### config.mk
export PLATFORM = sky130hd
export DESIGN_NAME = multicycle_control_fsm
export DESIGN_NICKNAME = d
export VERILOG_FILES = /design/src/rtl/multicycle_control_fsm.sv
export SDC_FILE = /design/constraint.sdc
export NUM_CORES = 1
export LEC_CHECK = 0
export BUFFER_PORTS_ARGS = -buffer_cell sky130_fd_sc_hd__buf_2
export CAP_MARGIN = 40
export CELL_PAD_IN_SITES_DETAIL_PLACEMENT = 2
export CELL_PAD_IN_SITES_GLOBAL_PLACEMENT = 2
export CORE_ASPECT_RATIO = 1.5
export CORE_MARGIN = 2
export CORE_UTILIZATION = 27
export DETAILED_ROUTE_END_ITERATION = 12
export MAX_ROUTING_LAYER = met4
export PLACE_DENSITY = 0.75
export SLEW_MARGIN = 15
export SYNTH_ARGS = -nofsm -noshare
export SYNTH_HDL_FRONTEND = slang
export SYNTH_SLANG_ARGS = --single-unit
### constraint.sdc
create_clock -name clk -period 1.75 [get_ports clk]
set_input_delay 0.35 -clock clk [delete_from_list [all_inputs] [get_ports clk]]
set_output_delay 0.35 -clock clk [all_outputs]
set_load 0.05 [all_outputs]
### src/rtl/multicycle_control_fsm.sv
// rtl/multicycle_control_fsm.sv - multi-cycle FETCH/DECODE/EXEC/MEM control unit for the accumulator CPU
module multicycle_control_fsm #(
   parameter int OPW     = 4,
   parameter int TIMEOUT = 16,
   parameter int CNT_W   = 16
) (
   input  logic             clk,
   input  logic             rst,
   input  logic [OPW-1:0]   opcode,
   input  logic             acc_zero,
   input  logic             mem_ready,
   output logic             incpc,
   output logic             ldpc,
   output logic             ldir,
   output logic             ldacc,
   output logic             clracc,
   output logic             rd,
   output logic             wr,
   output logic             y,
   output logic             illegal,
   output logic             halted,
   output logic             timeout_err,
   output logic [CNT_W-1:0] instr_count
);

   typedef enum logic [2:0] {
      S_INIT, S_FETCH, S_DECODE, S_EXEC, S_MEM, S_HALT
   } state_t;

   // Wait counter only needs to reach TIMEOUT-1.
   localparam int WCW = (TIMEOUT > 1) ? $clog2(TIMEOUT) : 1;
   localparam logic [WCW-1:0] WAIT_LAST = WCW'(TIMEOUT - 1);
   localparam bit TO_EN = (TIMEOUT != 0);

   state_t           state_q, state_d;
   logic [CNT_W-1:0] count_q, count_d;
   logic             terr_q, terr_d;
   logic [WCW-1:0]   wait_q, wait_d;

   logic       upper_set;
   logic [3:0] op_lo;
   logic       is_lda, is_sta, is_clr, is_jmp, is_jz, is_nop, is_hlt, legal;
   logic       wait_expire;

   // Any set bit above the low nibble makes the opcode illegal.
   generate
      if (OPW > 4) begin : g_upper
         assign upper_set = |opcode[OPW-1:4];
      end else begin : g_no_upper
         assign upper_set = 1'b0;
      end
   endgenerate

   assign op_lo  = opcode[3:0];
   assign is_lda = !upper_set && (op_lo == 4'b0001);
   assign is_sta = !upper_set && (op_lo == 4'b1110);
   assign is_clr = !upper_set && (op_lo == 4'b0100);
   assign is_jmp = !upper_set && (op_lo == 4'b1000);
   assign is_jz  = !upper_set && (op_lo == 4'b1001);
   assign is_nop = !upper_set && (op_lo == 4'b1011);
   assign is_hlt = !upper_set && (op_lo == 4'b1111);
   assign legal  = is_lda | is_sta | is_clr | is_jmp | is_jz | is_nop | is_hlt;

   // A wait cycle that would be the TIMEOUT-th in a row; mem_ready wins.
   assign wait_expire = TO_EN && (wait_q == WAIT_LAST) && !mem_ready;

   assign timeout_err = terr_q;
   assign instr_count = count_q;

   // Next-state, counters and combinational control outputs.
   always_comb begin
      state_d = state_q;
      count_d = count_q;
      terr_d  = terr_q;
      wait_d  = '0;
      incpc   = 1'b0;
      ldpc    = 1'b0;
      ldir    = 1'b0;
      ldacc   = 1'b0;
      clracc  = 1'b0;
      rd      = 1'b0;
      wr      = 1'b0;
      y       = 1'b0;
      illegal = 1'b0;
      halted  = 1'b0;
      case (state_q)
         S_INIT: begin
            clracc  = 1'b1;
            state_d = S_FETCH;
         end
         S_FETCH: begin
            rd = 1'b1;
            if (mem_ready) begin
               ldir    = 1'b1;
               incpc   = 1'b1;
               state_d = S_DECODE;
            end else if (wait_expire) begin
               state_d = S_HALT;
               terr_d  = 1'b1;
            end else begin
               wait_d = wait_q + 1'b1;
            end
         end
         S_DECODE: begin
            illegal = !legal;
            if (is_lda || is_sta) begin
               state_d = S_MEM;
            end else if (is_hlt) begin
               state_d = S_HALT;
               count_d = count_q + 1'b1;
            end else begin
               state_d = S_EXEC;
            end
         end
         S_EXEC: begin
            clracc  = is_clr;
            ldpc    = is_jmp | (is_jz & acc_zero);
            state_d = S_FETCH;
            count_d = count_q + 1'b1;
         end
         S_MEM: begin
            if (is_sta) begin
               wr = 1'b1;
               y  = 1'b1;
            end else begin
               rd    = 1'b1;
               ldacc = mem_ready;
            end
            if (mem_ready) begin
               state_d = S_FETCH;
               count_d = count_q + 1'b1;
            end else if (wait_expire) begin
               state_d = S_HALT;
               terr_d  = 1'b1;
            end else begin
               wait_d = wait_q + 1'b1;
            end
         end
         S_HALT: begin
            halted = 1'b1;
         end
         default: begin
            state_d = S_INIT;
         end
      endcase
   end

   // State, retire counter, sticky error and wait counter registers.
   always_ff @(posedge clk) begin
      if (rst) begin
         state_q <= S_INIT;
         count_q <= '0;
         terr_q  <= 1'b0;
         wait_q  <= '0;
      end else begin
         state_q <= state_d;
         count_q <= count_d;
         terr_q  <= terr_d;
         wait_q  <= wait_d;
      end
   end

endmodule

* Yosys cells after proc, flatten, opt, wreduce, memory -nomap -nowiden
Index checks and enable logic that the tools add are counted.
** Storage, ports and cells
- Register bits after elaboration :: 24
- Bits of input ports :: 8
- Output and inout port bits :: 27
- Word-level logic and storage cells :: 65
** Operators by class
- Add/sub/neg operators :: 2
- Eq/ne operators :: 16
- Muxes and demuxes :: 22
- Bitwise gates (word level) :: 10
- Reductions and logical operators :: 11
** Operators by type and width (count)
- 2-to-1 mux 16 bit :: 3
- case mux 16 bit (3 select lines) :: 1
- equality test 4 bit (second input constant) :: 6
- adder 16 x 1 -> 16 bit (second input constant) :: 1
- 2-to-1 mux 3 bit :: 5
- case mux 3 bit (5 select lines) :: 1
- 2-to-1 mux 1 bit :: 10
- bitwise OR 1 bit :: 7
- equality test 3 x 2 -> 1 bit (second input constant) :: 2
- equality test 3 bit (second input constant) :: 2
- != test 2 bit (second input constant) :: 3
- adder 4 x 1 -> 4 bit (second input constant) :: 1
- equality test 4 x 1 -> 1 bit (second input constant) :: 1
- equality test 4 x 3 -> 1 bit (second input constant) :: 1
- case mux 1 bit (2 select lines) :: 2
- AND reduction 4 bit :: 1
- OR reduction 2 bit :: 2
- OR reduction 4 bit :: 1
- equality test 3 x 1 -> 1 bit (second input constant) :: 1
- logical NOT 3 bit :: 1
- AND reduction 3 bit :: 1
- nonzero test 3 bit :: 1
- logical NOT 1 bit :: 2
- NOT 1 bit :: 2
- 3 further kinds :: 3

* Longest topological paths before layout
- Depth in word-level cells :: 9
- Depth in mapped cells :: 6
- Mapped depth without buffers :: 5

* Worst setup path after synthesis
OpenSTA, ideal clock, no wires.
- Path type :: input -> output
- Start :: input opcode[2]
- End :: output y
- Arrival time :: 2.712 ns
- Slack :: -1.312 ns
- Cell stages on the path :: 4
- Cells stage by stage :: inv_1 > nor3_1 > nor4bb_1 > buf_4
** On the way
- Longest elaborated chain between the ends :: 3
** Ends and longest elaborated chain
- start: declaration :: RTL line 9 : input logic [OPW-1:0] opcode,
- equality test 4 bit :: RTL line 56 : assign is_sta = !upper_set && (op_lo == 4'b1110);
- 2-to-1 mux 1 bit (2 in a row)
- end: declaration :: RTL line 19 : output logic y,
Every way passes these cells.

* Worst setup path in the final report
- Start :: register state_q[0]
- End :: output y
** On the way
- Longest elaborated chain between the ends :: 2
** Ends and longest elaborated chain
- start: declaration :: RTL line 35 : state_t state_q, state_d;
- start signal: assignment :: RTL line 156 : state_q <= state_d;
- equality test 3 bit :: RTL line 86 : case (state_q)
- 2-to-1 mux 1 bit :: RTL line 86
Every way passes these cells.

==> out/results.ini <==
[status]
run_status=completed

[setup_path]
worst_r2r_path_depth=6
critical_path_cell_list=buf_4, nor4bb_4, buf_4
worstSetupEndpointType=output pin
crit_path_start_kind=flip-flop
worstPathArrival_ns=1.36
crit_buf_inv=2
critical_path.reg2reg.startpoint=state_q[2]
critical-path-max-stage-delay_ns=0.38
r2r_setup_slack_ns=0.06
critical_path_peak_fanout=7
timing.rr.end=instr_count[13]
crit_family=buffers and inverters
crit_path_frequent_cell=sky130_fd_sc_hd__buf_4
critical_path.slowest_cell=sky130_fd_sc_hd__dfxtp_4
worst_ep_required_time_ns=1.40
timing_worst_setup_path_type=reg2out

[placed_design]
detailedPlace.worstSlack_ns=-0.0814
dp_hpwl_um=3430
numPlacedInstances=267
detailed_place.area_um2=1700
gp_congestion=0.780
io_buffer_count=34

[layout]
area_growth_syn_to_layout_pct=43.0
multi_input_area_um2=852
fillerInstances=554
post_route_cells_drive_above_1_share=0.407
number_of_diodes=0
final_cells=275
finish.net_count=220
sequential_cell_area_in_the_final_layout_um2=500
layout.cell_area.non_filler_um2=1890

[die]
top_level_i_o_count=35
chipHeight_um=89.7
floorplan.die_area_um2=5480
std_cell_rows=31
starting_density=0.277
die_w_um=61.1
core_area_um2=4770

[cts]
clk_root_buf=sky130_fd_sc_hd__clkbuf_8
worst_skew_late_latency_ns=0.27
htreeDepth=1
tritoncts=yes
cts_made_buffers=3
clk_path_buf_depth=2
number_of_clock_sinks=24
hold_buffer_count_at_cts=0
cts.clk_slew.worst_paths_ns=0.09

[timing]
final-hold-violation-count=0
fin_skew_ns=0.00441
max_slew.worst_pin.slew_ns=0.444
max_clock_freq_mhz=586
min_period_over_period=0.975
final-max-slew-violation-count=0
setup_repair_after_global_routing_missed_its_margin=true
timing.max_slew.rel_slack=0.700
setup_ws_ns=0.0441
finalCriticalPeriod_ns=1.71
setup_viol_count_final=0

[global_route]
total_routing_usage_gr=0.177
antenna_violations_before_repair=0
globalRouteOverflowTotal=0
pin_count_of_the_biggest_net_entering_global_routing=30
met1_usage=0.180
grt_pass1_wl_um=7290
top_usage_layer=met2
use_met3=0.0201
global_route.usage.met2=0.343
via_count_of_the_first_global_routing_pass=1569

[flow_run]
maxCapViolCount=0

[hold_path]
timing.hold.worst_endpoint=instr_count[1]
hp-start=rst
timing.hold.worst_path_depth=2
worst_hold_path_type=in2reg

[yosys]
yosys_most_used_dff=sky130_fd_sc_hd__dfxtp_1
synth_sequential_area_ratio=0.364
synth-edff-count=0
synth.ff_latch_count=24
yosysWarningCount=0
yosysTopAreaCellShare=0.364
netlist_area_um2=1320
asyncSetResetFlopFracSynth=0
netlist_instances=162
ys_top_cells_by_area=sky130_fd_sc_hd__dfxtp_1 36%, sky130_fd_sc_hd__a21oi_1 6.4%, sky130_fd_sc_hd__o31ai_1 5.1%
post-synth-top-area-cell=sky130_fd_sc_hd__dfxtp_1
synthesis.area_per_instance_um2=8.16
synth.lib_cells_used.distinct=38
synth_fp_nets=172

[detailed_routing]
wire_length_reported_by_the_detailed_router_um=4420
route.vias.total=1424
drc=0
drt_first_iter_violations=38
avgViaCountPerCell=5.18
number_of_optimization_iterations_in_the_first_detailed_route_pass=5
antenna_left=0
detail_route.wl_per_cell_um=16.1

[power]
power.density_cell_area_nw_per_um2=667
vdd.ir_drop.worst_v=0.000333
p_leak_nw=0.753

-- through the flow --
step           hold slack (ns)  total power, mW  utilization  TNS, ns
2_1_floorplan            0.418            0.685            -    -1.09
3_3_place_gp             0.426            0.743        0.355  -0.0935
3_5_place_dp             0.447            0.754        0.355   -0.564
4_1_cts                  0.452             1.27        0.388        0
5_1_grt                  0.460             1.31        0.396  -0.0605
6_report                 0.454             1.26        0.396        0
-- layout make-up --
cell class,instances,area share
clock buffer,3,0.0219
clock inverter,1,0.0159
inverter,4,0.00795
multi-input combinational,123,0.451
sequential,24,0.265
tap,66,0.0437
timing repair buffer,54,0.195
-- flip-flops by register name, indices dropped and copies added (netlist names) --
name,count
instr_count,16
state_q,3
timeout_err,1
wait_q,4
-- cell families (layout without fill, tap and decap cells) --
kind of cell / Yosys count / after routing / synth area share
mux: 2 / 2 / 0.0161
simple gates: 77 / 77 / 0.341
fa+ha+maj: 2 / 2 / 0.0189
xor+xnor: 4 / 4 / 0.0265
buf+inv: 15 / 62 / 0.0568
compound gates: 38 / 38 / 0.177
flops: 24 / 24 / 0.364
-- Yosys cell counts (all sizes together) (3+ instances only) --
cell type	instances
dfxtp	24
a21oi	17
nor2	14
o31ai	9
or4	9
nand2	8
nand3	8
buf	7
nor3	7
o21ai	7
nor2b	6
clkbuf	4
inv	4
or3	4
and3	3
and4	3
nand2b	3
nand4	3
-- layout by cell type, fill, tap and decap left out, types with 2 or more instances in the layout --
cell type	instances
sky130_fd_sc_hd__or4_4	2
sky130_fd_sc_hd__nor3_2	2
sky130_fd_sc_hd__nor2b_1	6
sky130_fd_sc_hd__and3b_1	2
sky130_fd_sc_hd__nand4_1	3
sky130_fd_sc_hd__or3_1	4
sky130_fd_sc_hd__nand3_1	8
sky130_fd_sc_hd__buf_2	26
sky130_fd_sc_hd__and4_1	3
sky130_fd_sc_hd__or4_1	7
sky130_fd_sc_hd__xnor2_1	2
sky130_fd_sc_hd__a21oi_1	13
sky130_fd_sc_hd__buf_4	22
sky130_fd_sc_hd__dfxtp_2	7
sky130_fd_sc_hd__nor2_1	14
sky130_fd_sc_hd__nor3_1	4
sky130_fd_sc_hd__a21oi_2	4
sky130_fd_sc_hd__nand2_1	8
sky130_fd_sc_hd__dfxtp_1	14
sky130_fd_sc_hd__xor2_1	2
sky130_fd_sc_hd__buf_6	4
sky130_fd_sc_hd__clkbuf_8	3
sky130_fd_sc_hd__o31ai_1	9
sky130_fd_sc_hd__o21ai_0	7
sky130_fd_sc_hd__ha_1	2
sky130_fd_sc_hd__nand2b_1	2
sky130_fd_sc_hd__and3_1	3
sky130_fd_sc_hd__inv_1	4
sky130_fd_sc_hd__dfxtp_4	3
-- per-layer routing --
metal  routed length (um)  part of all wire  vias to the layer above
met3                  131             0.030                        4
met5                    0                 0                        -
li1                     -                 -                      693
met1                 1710              0.39                      693
met2                 2540              0.58                       34
met4                   37            0.0084                        0
-- power breakdown --
| part | total, mW | internal, mW | switching (mW) |
|---|---|---|---|
| sequential | 0.560 | 0.551 | 0.00953 |
| clock | 0.493 | 0.306 | 0.188 |
| combinational | 0.207 | 0.0839 | 0.123 |
-- timing repair --
| item | in CTS | in global routing |
|---|---|---|
| hold endpoints to repair | 0 | 0 |
| resized for setup | 20 | 10 |
| setup buffers | 4 | 1 |
| pin swaps | 4 | 4 |
| setup endpoints to repair | 18 | 14 |
-- worst max-delay path by stage --
stage	start	endpoint	slack (ns)	depth (start not counted)
floorplan	state_q[1]	clracc	-0.32	4
CTS	opcode[3]	illegal	0.004	6
finish	state_q[0]	y	0.04	3
global route	state_q[2]	rd	-0.03	3
detailed placement	opcode[3]	rd	-0.08	6
global placement	opcode[3]	rd	-0.05	6
Note: power is estimated with default switching activity, not from simulation.
